===== config.mk =====
export PLATFORM = sky130hd
export DESIGN_NAME = seq_cla_adder
export DESIGN_NICKNAME = d
export VERILOG_FILES = /design/src/rtl/seq_cla_adder.sv
export SDC_FILE = /design/constraint.sdc
export NUM_CORES = 1
export LEC_CHECK = 0
export CORE_UTILIZATION = 40
export CTS_BUF_LIST = sky130_fd_sc_hd__clkbuf_8
export DETAILED_ROUTE_END_ITERATION = 10
export PLACE_DENSITY = 0.74
export SETUP_SLACK_MARGIN = 0.05
export SLEW_MARGIN = 30
export SYNTH_ARGS = -nofsm -noshare
export SYNTH_HDL_FRONTEND = slang
export SYNTH_SLANG_ARGS = --single-unit

===== constraint.sdc =====
create_clock -name clk -period 2.3 [get_ports clk]
set_input_delay 0.345 -clock clk [delete_from_list [all_inputs] [get_ports clk]]
set_output_delay 0.345 -clock clk [all_outputs]
set_load 0.01 [all_outputs]

===== src/rtl/seq_cla_adder.sv =====
// Multi-cycle adder/subtractor: one CHUNK-bit slice per clock through 4-bit CLA groups,
// with the inter-chunk carry held in a register and word-level P/G accumulated on the way.
module seq_cla_adder #(
    parameter int WIDTH = 16,
    parameter int CHUNK = 4
) (
    input  logic             clk,
    input  logic             rst_n,
    input  logic             start,
    input  logic             mode,
    input  logic [WIDTH-1:0] a,
    input  logic [WIDTH-1:0] b,
    input  logic             c_in,
    output logic             busy,
    output logic             done,
    output logic [WIDTH-1:0] sum,
    output logic             c_out,
    output logic             overflow,
    output logic             p_out,
    output logic             g_out
);

    localparam int NCHUNK = WIDTH / CHUNK;
    localparam int NG     = CHUNK / 4;
    localparam int IDX_W  = (NCHUNK > 1) ? $clog2(NCHUNK) : 1;

    typedef enum logic [1:0] {
        IDLE = 2'd0,
        RUN  = 2'd1,
        DONE = 2'd2
    } state_t;

    typedef struct packed {
        logic [3:0] c;   // carries into bits 0..3 of the group
        logic       gp;
        logic       gg;
    } cla4_t;

    function automatic cla4_t cla4(input logic [3:0] p, input logic [3:0] g, input logic c0);
        cla4_t r;
        r.c[0] = c0;
        r.c[1] = g[0] | (p[0] & c0);
        r.c[2] = g[1] | (p[1] & g[0]) | (p[1] & p[0] & c0);
        r.c[3] = g[2] | (p[2] & g[1]) | (p[2] & p[1] & g[0]) | (p[2] & p[1] & p[0] & c0);
        r.gp   = &p;
        r.gg   = g[3] | (p[3] & g[2]) | (p[3] & p[2] & g[1]) | (p[3] & p[2] & p[1] & g[0]);
        return r;
    endfunction

    state_t             state_r, state_next;
    logic               busy_next, done_next;
    logic [WIDTH-1:0]   a_r, b_r, sum_r;
    logic               carry_r, p_acc_r, g_acc_r;
    logic [IDX_W-1:0]   idx_r;
    logic               c_out_r, overflow_r, p_out_r, g_out_r, busy_r, done_r;

    logic               accept_s, last_s;
    logic [CHUNK-1:0]   a_k_s, b_k_s, p_s, g_s, bit_c_s, chunk_sum_s;
    logic [NG:0]        gc_s;
    logic               chunk_p_s, chunk_g_s, chunk_cout_s, msb_cin_s;
    cla4_t              grp_s;

    assign accept_s = start && ((state_r == IDLE) || (state_r == DONE));
    assign last_s   = (idx_r == IDX_W'(NCHUNK - 1));

    // State register plus registered busy/done flags
    always_ff @(posedge clk or negedge rst_n) begin
        if (!rst_n) begin
            state_r <= IDLE;
            busy_r  <= 1'b0;
            done_r  <= 1'b0;
        end else begin
            state_r <= state_next;
            busy_r  <= busy_next;
            done_r  <= done_next;
        end
    end

    // Next-state logic
    always_comb begin
        state_next = state_r;
        case (state_r)
            IDLE:    state_next = start  ? RUN : IDLE;
            RUN:     state_next = last_s ? DONE : RUN;
            DONE:    state_next = start  ? RUN : IDLE;
            default: state_next = IDLE;
        endcase
    end

    // Output decode, registered by the state-register block
    always_comb begin
        busy_next = 1'b0;
        done_next = 1'b0;
        case (state_next)
            RUN:     busy_next = 1'b1;
            DONE:    done_next = 1'b1;
            default: begin
                busy_next = 1'b0;
                done_next = 1'b0;
            end
        endcase
    end

    // Chunk datapath: CLA groups inside the slice, look-ahead between groups
    always_comb begin
        a_k_s     = a_r[idx_r*CHUNK +: CHUNK];
        b_k_s     = b_r[idx_r*CHUNK +: CHUNK];
        p_s       = a_k_s ^ b_k_s;
        g_s       = a_k_s & b_k_s;
        gc_s      = '0;
        gc_s[0]   = carry_r;
        bit_c_s   = '0;
        chunk_p_s = 1'b1;
        chunk_g_s = 1'b0;
        grp_s     = '0;
        for (int j = 0; j < NG; j++) begin
            grp_s             = cla4(p_s[4*j +: 4], g_s[4*j +: 4], gc_s[j]);
            bit_c_s[4*j +: 4] = grp_s.c;
            gc_s[j+1]         = grp_s.gg | (grp_s.gp & gc_s[j]);
            chunk_g_s         = grp_s.gg | (grp_s.gp & chunk_g_s);
            chunk_p_s         = chunk_p_s & grp_s.gp;
        end
        chunk_sum_s  = p_s ^ bit_c_s;
        chunk_cout_s = gc_s[NG];
        msb_cin_s    = bit_c_s[CHUNK-1];
    end

    // Operand latch, per-chunk update and final flag capture
    always_ff @(posedge clk or negedge rst_n) begin
        if (!rst_n) begin
            a_r        <= '0;
            b_r        <= '0;
            sum_r      <= '0;
            carry_r    <= 1'b0;
            p_acc_r    <= 1'b0;
            g_acc_r    <= 1'b0;
            idx_r      <= '0;
            c_out_r    <= 1'b0;
            overflow_r <= 1'b0;
            p_out_r    <= 1'b0;
            g_out_r    <= 1'b0;
        end else if (accept_s) begin
            a_r     <= a;
            b_r     <= mode ? ~b : b;
            carry_r <= mode ? 1'b1 : c_in;
            idx_r   <= '0;
            p_acc_r <= 1'b1;
            g_acc_r <= 1'b0;
            sum_r   <= '0;
        end else if (state_r == RUN) begin
            sum_r[idx_r*CHUNK +: CHUNK] <= chunk_sum_s;
            carry_r <= chunk_cout_s;
            p_acc_r <= p_acc_r & chunk_p_s;
            g_acc_r <= chunk_g_s | (chunk_p_s & g_acc_r);
            idx_r   <= idx_r + IDX_W'(1);
            if (last_s) begin
                c_out_r    <= chunk_cout_s;
                overflow_r <= msb_cin_s ^ chunk_cout_s;
                p_out_r    <= p_acc_r & chunk_p_s;
                g_out_r    <= chunk_g_s | (chunk_p_s & g_acc_r);
            end else begin
                c_out_r    <= c_out_r;
                overflow_r <= overflow_r;
                p_out_r    <= p_out_r;
                g_out_r    <= g_out_r;
            end
        end else begin
            sum_r <= sum_r;
        end
    end

    assign busy     = busy_r;
    assign done     = done_r;
    assign sum      = sum_r;
    assign c_out    = c_out_r;
    assign overflow = overflow_r;
    assign p_out    = p_out_r;
    assign g_out    = g_out_r;

endmodule


==> metrics.cfg, run 1 <==
[placed_design]
gp_congestion=0.876
dp_slack_ps=-139
dpl.cell_count=435
place_hpwl_mm=4.56
portBuffers=58

[timing]
rsz0062_at_grt=yes
slew_violations=0
hold_viol_final=0
period_minus_slack_ps=2380
setup_viol=11
max_freq_mhz=421
max-slew-margin-rel=0.593
period_share=1.03
fin_ws_ps=-76.6
tightestPinTransition_ps=609
fin_skew_ps=7.65

[yosys]
syn-num-nets=324
postSynthCellCount=277
ys_warn_count=0
ys_seq_elements=61
synth-async-reset-ratio=1.00
yosys.area.top_type=dfrtp_1
synth.yosys.seq_area_share=0.520
synth-main-ff-cell=dfrtp_1
syn_area_sq_um=2930
synth_edf_count=0
synth_cell_types=40
yosys-top-cells-area=dfrtp_1 52%, nand2_1 9.6%, mux4_2 6.1%, xnor2_1 4.8%, o21ai_0 4.3%
yosysTopAreaCellShare=0.520
syn_avg_cell_area_sq_um=10.6

[clock_network]
cts_buffers=9
cts_tree=done
clock_sinks=61
cts.path.max_buffers=2
htree_levels=3
clkTransAtPathRegs_ps=70
worstSkewPairLatency_ps=350
root_buffer=clkbuf_8

[finish]
final_nets=405
multiInputGateArea_sq_um=1410
layout-drive-gt1-share=0.190
fillCellCount=618
antenna_cells=0
syn_to_final_growth_pct=39.4
stdcell_count=459
seq_area_sq_um=1530

[routing]
drtIter0Drc=71
wl_mm=6.37
dr.pass1.iters=4
post-route-drc-count=0
via_count=2266
vias_per_cell=4.94
wl_per_cell_um=13.9
antenna_left=0

[worst_setup_path]
rrSetupSlack_ps=-80
critical_path_class=flop to flop
crit_required_ps=2540
path_max_fanout=6
arrival_ps=2610
critPathLaunchType=flop
cp-end-kind=flop

[die]
row_count=30
die_y_um=87.6
dieArea_sq_um=7680
io_pins=59
core_sq_um=6940
start_util=0.422
die_w_um=87.6

[pwr]
p_per_area_nw_per_um2=1690
combinationalPowerShare=0.585
intPower_mw=4.22
p_seq_frac=0.265
peakVddDrop_mv=0.779
p_sw_frac=0.388
pwr-share-clk=0.150
switchingPower_mw=2.67
total_leakage_power_nw=1.82
power_mw=6.89

[global_route]
grt_pass1_wl_mm=10.9
track_usage=0.191
first_global_vias=2323
grt_max_degree=29
grt_antenna_before_repair=0
overflow=0

[job]
maxCapViolCount=0

[run_status]
violations=setup timing
status=finished with violations

[worst_hold_path]
hp-class=input pin to async pin

==> what timing repair did <==
action                                 CTS  global route
setup buffers                            4             3
pin swaps                                1             3
endpoints found under the hold margin    7             0
gates resized for setup                  3            10
setup endpoints to repair               16            18
hold buffers                             1             0
==> flip-flops by register name, indices dropped and copies added, names as in the netlist, 2 cells and up <==
name	flops
a_r	16
idx_r	2
state_r	2
sum	16
b_r	16
==> power by group through the flow <==
stage | logic, mW | clock network (mW) | registers [mW]
floorplan | 2.23 | 0 | 1.81
global placement | 3.39 | 0 | 1.86
detailed placement | 3.47 | 0 | 1.88
CTS | 3.73 | 1.05 | 1.83
global route | 4.42 | 1.10 | 1.90
finish | 4.03 | 1.03 | 1.83
==> synthesized netlist by cell type, types with 2 or more instances <==
master,instances
a21oi_1,8
ha_1,9
nand2_1,75
buf_2,4
o21bai_1,2
a22o_1,13
nor2b_1,2
clkbuf_1,9
dfrtp_1,61
and2_1,2
o21ai_0,25
a22oi_1,3
xnor2_1,16
inv_1,5
nand2b_1,2
mux4_2,8
nor2_1,9
buf_4,2
==> placed cells by master (no fill, tap or decap), types with 2 or more instances in the layout <==
cell type         n
nand2b_1          2
a22oi_1           2
xnor2_1          16
clkbuf_8          9
bufinv_16         2
nor2_1            7
dfrtp_1          60
a22o_1           13
inv_1             5
clkdlybuf4s50_1  57
ha_1              4
ha_4              4
o21bai_1          2
o21ai_1           3
clkinvlp_4        2
nor2_2            2
clkinv_2          3
buf_4            24
a21oi_2           2
nand2_1          75
mux4_2            8
nor2b_1           2
and2_1            2
o21ai_0          23
a21oi_1           6
==> layout make-up <==
type,instances,share of cell area
tap,96,0.0294
clock inverter,7,0.0220
inverter,5,0.00459
multi-input combinational,196,0.345
clock buffer,9,0.0303
timing repair buffer,85,0.195
sequential,61,0.374
==> worst paths after layout <==
| path | start | end | cells past startpoint |
|---|---|---|---|
| worst max-delay path | idx_r[0]$_DFFE_PN0P_ | sum[15]$_DFFE_PN0P_ | 7 |
| worst min-delay path | rst_n | sum[6]$_DFFE_PN0P_ | 2 |
| worst max register to register | idx_r[0]$_DFFE_PN0P_ | sum[15]$_DFFE_PN0P_ | 7 |
| worst min register to register | a_r[1]$_DFFE_PN0P_ | a_r[1]$_DFFE_PN0P_ | 2 |
| max in group asynchronous | rst_n | a_r[12]$_DFFE_PN0P_ | 3 |
| min in group clk | a_r[1]$_DFFE_PN0P_ | a_r[1]$_DFFE_PN0P_ | 2 |
==> metal layers <==
metal | routed length, um | part of all wire | global-route usage | vias to the layer above
met4 | 170 | 0.027 | 0.0999 | 0
li1 | - | - | - | 1117
met3 | 347 | 0.054 | 0.0518 | 15
met1 | 2820 | 0.44 | 0.240 | 1066
met2 | 3040 | 0.48 | 0.304 | 68
met5 | 0 | 0 | 0 | -
==> logic make-up after synthesis <==
logic type,synth area share
adders and majority gates,0.0452
muxes,0.0648
xor gates and xnor gates,0.0508
AOI/OAI and AO/OA,0.135
and+or+nand+nor,0.154
buffers and inverters,0.0299
DFF,0.520
==> worst max-delay path, stage by stage, from the launching register on <==
cell and delay [ps]:
dfrtp_2 400, buf_12 130, mux4_2 580, ha_4 300, a211oi_4 250, nor2_2 60, o311a_4 340, a32o_1 200
==> metrics by stage <==
| stage | utilization | hold WS [ps] | setup TNS, ps | cell area (sq um) |
|---|---|---|---|---|
| 2_1_floorplan | - | 49.4 | -27.0 | 2990 |
| 3_3_place_gp | 0.541 | 197 | -402 | 3750 |
| 3_5_place_dp | 0.541 | 200 | -899 | 3750 |
| 4_1_cts | 0.581 | 357 | -43.6 | 4040 |
| 5_1_grt | 0.589 | 372 | -1700 | 4090 |
| 6_report | 0.589 | 363 | -661 | 4090 |
Note: power is estimated with default switching activity, not from simulation.
==> run 2: changes to the inputs <==
--- a/config.mk
+++ b/config.mk
@@ -7,6 +7,7 @@
 export LEC_CHECK = 0
 export CORE_UTILIZATION = 40
 export CTS_BUF_LIST = sky130_fd_sc_hd__clkbuf_8
+export CTS_CLUSTER_SIZE = 14
 export DETAILED_ROUTE_END_ITERATION = 10
 export PLACE_DENSITY = 0.74
 export SETUP_SLACK_MARGIN = 0.05
==> results of run 2 <==
No change in the layout: final DEF, timing and power equal those of run 1.
